**config.mk**
```make
export PLATFORM = sky130hd
export DESIGN_NAME = mem_access_unit
export DESIGN_NICKNAME = d
export VERILOG_FILES = /design/src/rtl/mem_access_unit.sv
export SDC_FILE = /design/constraint.sdc
export NUM_CORES = 1
export LEC_CHECK = 0
export CAP_MARGIN = 20
export CORE_MARGIN = 5
export CORE_UTILIZATION = 29
export DETAILED_ROUTE_END_ITERATION = 8
export PLACE_DENSITY = 0.72
export SETUP_SLACK_MARGIN = 0.2
export SYNTH_ARGS = -nofsm -noshare
export SYNTH_HDL_FRONTEND = slang
export SYNTH_SLANG_ARGS = --single-unit
```
**constraint.sdc**
```tcl
create_clock -name clk -period 2.5 [get_ports clk]
set_input_delay 0.625 -clock clk [delete_from_list [all_inputs] [get_ports clk]]
set_output_delay 0.625 -clock clk [all_outputs]
set_load 0.02 [all_outputs]
```
**src/rtl/mem_access_unit.sv**
```systemverilog
// MEM-stage data-memory access unit: request/ack handshake, byte-lane steering and load extension.
// Build option: define MEM_MISALIGN_CHECK_EN to trap misaligned H/W accesses instead of issuing them.
module mem_access_unit (
    input  logic        clk,
    input  logic        reset,
    input  logic        MemWriteM,
    input  logic [1:0]  ResultSrcM,
    input  logic [2:0]  funct3M,
    input  logic [31:0] ALUResultM,
    input  logic [31:0] WriteDataM,
    output logic        dmem_req,
    output logic        dmem_we,
    output logic [3:0]  dmem_be,
    output logic [31:0] dmem_addr,
    output logic [31:0] dmem_wdata,
    input  logic [31:0] dmem_rdata,
    input  logic        dmem_ack,
    output logic [31:0] ReadDataM,
    output logic        StallMem,
    output logic        MisalignM
);

    // state | meaning
    // IDLE  | no access outstanding; a new access issues its request here
    // WAIT  | request held, waiting for dmem_ack
    // DONE  | access complete; pipeline released for exactly one cycle
    typedef enum logic [1:0] {
        IDLE = 2'b00,
        WAIT = 2'b01,
        DONE = 2'b10
    } state_t;

    state_t      r_state;
    logic [31:0] r_rdata;
    logic        r_misalign;

    logic        w_access;
    logic        w_misalign;
    logic        w_go;
    logic        w_is_byte;
    logic        w_is_half;
    logic        w_is_word;
    logic        w_f3_valid;
    logic        w_load_cap;
    logic        w_ack_ok;
    logic [7:0]  w_byte;
    logic [15:0] w_half;
    logic [31:0] w_load_ext;
    logic [3:0]  w_be;
    logic [31:0] w_wdata;

    assign w_access  = MemWriteM | (ResultSrcM == 2'b01);

    // funct3[1:0] selects the size; the unused codes fall through to word
    assign w_is_byte = (funct3M[1:0] == 2'b00);
    assign w_is_half = (funct3M[1:0] == 2'b01);
    assign w_is_word = ~w_is_byte & ~w_is_half;

    assign w_f3_valid = (funct3M == 3'b000) | (funct3M == 3'b001) | (funct3M == 3'b010) |
                        (funct3M == 3'b100) | (funct3M == 3'b101);

`ifdef MEM_MISALIGN_CHECK_EN
    assign w_misalign = w_access &
                        ((w_is_half & ALUResultM[0]) |
                         (w_is_word & (ALUResultM[1:0] != 2'b00)));
`else
    assign w_misalign = 1'b0;
`endif

    // A trapped access never reaches memory and never stalls
    assign w_go = w_access & ~w_misalign;

    assign dmem_req  = ((r_state == IDLE) & w_go) | (r_state == WAIT);
    assign dmem_we   = MemWriteM;
    assign dmem_addr = {ALUResultM[31:2], 2'b00};
    assign StallMem  = w_go & (r_state != DONE);

    assign w_ack_ok   = dmem_req & dmem_ack;
    assign w_load_cap = (ResultSrcM == 2'b01) & ~MemWriteM & w_f3_valid;

    always_comb begin
        w_be    = 4'b1111;
        w_wdata = WriteDataM;
        if (w_is_byte) begin
            w_be    = 4'b0001 << ALUResultM[1:0];
            w_wdata = {4{WriteDataM[7:0]}};
        end else if (w_is_half) begin
            w_be    = ALUResultM[1] ? 4'b1100 : 4'b0011;
            w_wdata = {2{WriteDataM[15:0]}};
        end
    end

    assign dmem_be    = w_be;
    assign dmem_wdata = w_wdata;

    always_comb begin
        w_byte = dmem_rdata[7:0];
        case (ALUResultM[1:0])
            2'b01:   w_byte = dmem_rdata[15:8];
            2'b10:   w_byte = dmem_rdata[23:16];
            2'b11:   w_byte = dmem_rdata[31:24];
            default: w_byte = dmem_rdata[7:0];
        endcase
        w_half = ALUResultM[1] ? dmem_rdata[31:16] : dmem_rdata[15:0];
        case (funct3M)
            3'b000:  w_load_ext = {{24{w_byte[7]}}, w_byte};
            3'b001:  w_load_ext = {{16{w_half[15]}}, w_half};
            3'b100:  w_load_ext = {24'h000000, w_byte};
            3'b101:  w_load_ext = {16'h0000, w_half};
            default: w_load_ext = dmem_rdata;
        endcase
    end

    always_ff @(posedge clk or posedge reset) begin
        if (reset) begin
            r_state    <= IDLE;
            r_rdata    <= 32'h0;
            r_misalign <= 1'b0;
        end else begin
            r_misalign <= w_misalign & (r_state == IDLE);
            case (r_state)
                IDLE:    if (w_go) r_state <= dmem_ack ? DONE : WAIT;
                WAIT:    if (dmem_ack) r_state <= DONE;
                DONE:    r_state <= IDLE;
                default: r_state <= IDLE;
            endcase
            if (w_ack_ok & w_load_cap)
                r_rdata <= w_load_ext;
        end
    end

    assign ReadDataM = r_rdata;
    assign MisalignM = r_misalign;

endmodule
```
==> results of run 1 <==
registers in the layout, indices dropped and copies added (netlist names):
name,count
ReadDataM,32
r_state,2
worst max-delay path, delay by kind of cell:
| family | cells | cell delay, ps |
|---|---|---|
| buffers and inverters | 2 | 740 |
| multiplexers | 1 | 280 |
how the worst max path moves through the flow:
stage | cells past startpoint | endpoint | slack, ps | startpoint
6_report | 3 | dmem_wdata[16] | 230 | WriteDataM[0]
5_1_grt | 5 | dmem_req | 170 | ResultSrcM[0]
4_1_cts | 5 | dmem_wdata[12] | 200 | funct3M[0]
3_5_place_dp | 5 | dmem_wdata[12] | -560 | funct3M[0]
3_3_place_gp | 5 | dmem_wdata[12] | -550 | funct3M[0]
2_1_floorplan | 4 | dmem_wdata[29] | 190 | funct3M[1]
power breakdown:
group	switching, mW	total [mW]	internal [mW]
combinational	0.560	1.22	0.656
sequential	0.0880	0.793	0.705
clock	0.196	0.383	0.187
metrics by stage:
| stage | setup TNS, ps | instance area [um2] | instances | utilization |
|---|---|---|---|---|
| 6_report | 0 | 4090 | 499 | 0.464 |
| 3_3_place_gp | -13630 | 4040 | 488 | 0.459 |
| 3_5_place_dp | -14640 | 4040 | 488 | 0.459 |
| 4_1_cts | 0 | 4130 | 499 | 0.469 |
| 2_1_floorplan | 0 | 2650 | 264 | - |
| 5_1_grt | 0 | 4090 | 499 | 0.464 |
cells by family after synthesis:
kind of cell	synth area share
buf+inv	0.181
compound gates	0.267
simple gates	0.102
other cells	0.00142
mux	0.126
flops	0.322
cells in the mapped netlist (6+ instances only):
cell type,instances,area [um2]
buf_4,44,330
dfrtp_1,34,851
mux2_2,16,180
o221a_2,16,180
mux2i_1,13,130
nand2_1,13,48.8
a22o_1,12,105
inv_1,10,37.5
o21ai_0,10,50.1
nor2b_1,7,43.8
a21o_1,6,45.0
a21oi_1,6,30.0
buf_6,6,67.6
nor2_1,6,22.5
per-layer routing:
layer | vias up | track usage | wire [um]
met1 | 1193 | 0.192 | 3590
met4 | 0 | 0.0515 | 232
met5 | - | 0 | 0
li1 | 1172 | - | -
met2 | 135 | 0.290 | 4760
met3 | 25 | 0.0532 | 925
what timing repair did:
action                                  CTS  global route
pin swaps                                 2             1
buffers inserted                          4             0
endpoints found under the setup margin   64            23
gates resized for setup                 113            16
cell type report:
| class | count | area [um2] | area share |
|---|---|---|---|
| Clock inverter | 2 | 10.0 | 0.00245 |
| Clock buffer | 5 | 68.8 | 0.0168 |
| Inverter | 10 | 37.5 | 0.00919 |
| Tap cell | 108 | 135 | 0.0331 |
| Sequential cell | 34 | 851 | 0.208 |
| Multi-Input combinational cell | 160 | 1340 | 0.327 |
| Timing Repair Buffer | 180 | 1650 | 0.403 |
==> flow_summary.ini, run 1 <==
[timing]
fin_ws_ps = 228
slew-limit-headroom = 0.476
slew_viol_final = 0
whs_ps = 501
fmax_mhz = 440
clock_skew_ps = 3.13
fin_crit_ps = 2270
rsz0062_at_grt = true
worstMarginPinSlew_ps = 784
setup_viol = 0
fin_crit_sh = 0.909
final_hold_viol_count = 0

[logic_synthesis]
yosysWarningCount = 0
syn_area_per_cell_um2 = 10.1
synth-async-reset-ratio = 1.00
synth_seq_cells = 34
ys.flop_type = dfrtp_1
ys_types = 40
synth_cells = 262
synth-edff-count = 0
synth_area_um2 = 2640
yosysSeqAreaShare = 0.322

[outcome]
status = finished clean

[floorplan]
die_x_um = 105
ios = 209
die_area_um2 = 11100
start_util = 0.300
core.rowCount = 34
fp.dieH_um = 105
core_area_um2 = 8810

[route]
drt_iter0_markers = 118
drt_wl_total_um = 9510
antenna_left = 0
dr.pass1.iters = 4
drc_errors = 0
vias_per_cell = 5.06
vias = 2525
wl_per_cell_um = 19.1

[critical_path]
crit_chain = clkdlybuf4s50_1 > mux2_2 > clkdlybuf4s15_1
cp_data_arrival_time_ps = 1650
critPathMaxStageDelay_ps = 460
cp.required_ps = 1880
r2r-start = r_state[1]$_DFFE_PP0P_
critPathLaunchType = input port
r2r_setup_slack_ps = 800
cp_slowest_cell = clkdlybuf4s50_1
cp_max_fo = 4
crit_type = in -> out
rr_endpoint = ReadDataM[14]$_DFFE_PP0P_
rr_worst_depth = 5
crit_path_end_kind = output port

[cells_and_area]
syn2layout_area_growth_pct = 54.7
nFillCells = 841
nets = 496
diodes = 0
layout_common_cells = 101 x clkdlybuf4s50_1, 35 x buf_4, 34 x dfrtp_1
drive_above_1_share = 0.322
final_common_cell = clkdlybuf4s50_1

[global_routing]
antenna_found_initial = 0
gr-usage-all-layers = 0.166
grt_max_degree = 35
grt.overflow.total = 0
grt_first_pass_wirelength_um = 14600
grt_pass1_vias = 2697

[clocking]
cts_sinks = 34
insertion_delay_ps = 280
root_buffer = clkbuf_8
cts_tree = yes
clkTransAtPathRegs_ps = 70
hold_buffers = 0
cts_buffer_depth = 2
numCtsBuffers = 5
h-tree-depth = 2

[power_and_ir_drop]
p_leak_nw = 1.77
ir_drop_mv = 0.221
powerDensity_nw_per_um2 = 585
p_total_mw = 2.39

[placement]
dp_hpwl_um = 7820
routabilityCongestion = 0.848
portBuffers = 145
dpl_worst_slack_ps = -561

[hold_path]
min_to = r_state[0]$_DFFE_PP0P_
hold_path_depth = 1
hp-class = reg -> reg
hold_start = r_state[1]$_DFFE_PP0P_

[run]
maxCapViolations = 0
Note: power is estimated with default switching activity, not from simulation.
==> run 2: changes to the inputs <==
SLEW_MARGIN = 20   (was default)
==> results of run 2 <==
No change in the layout: final DEF, timing and power equal those of run 1.
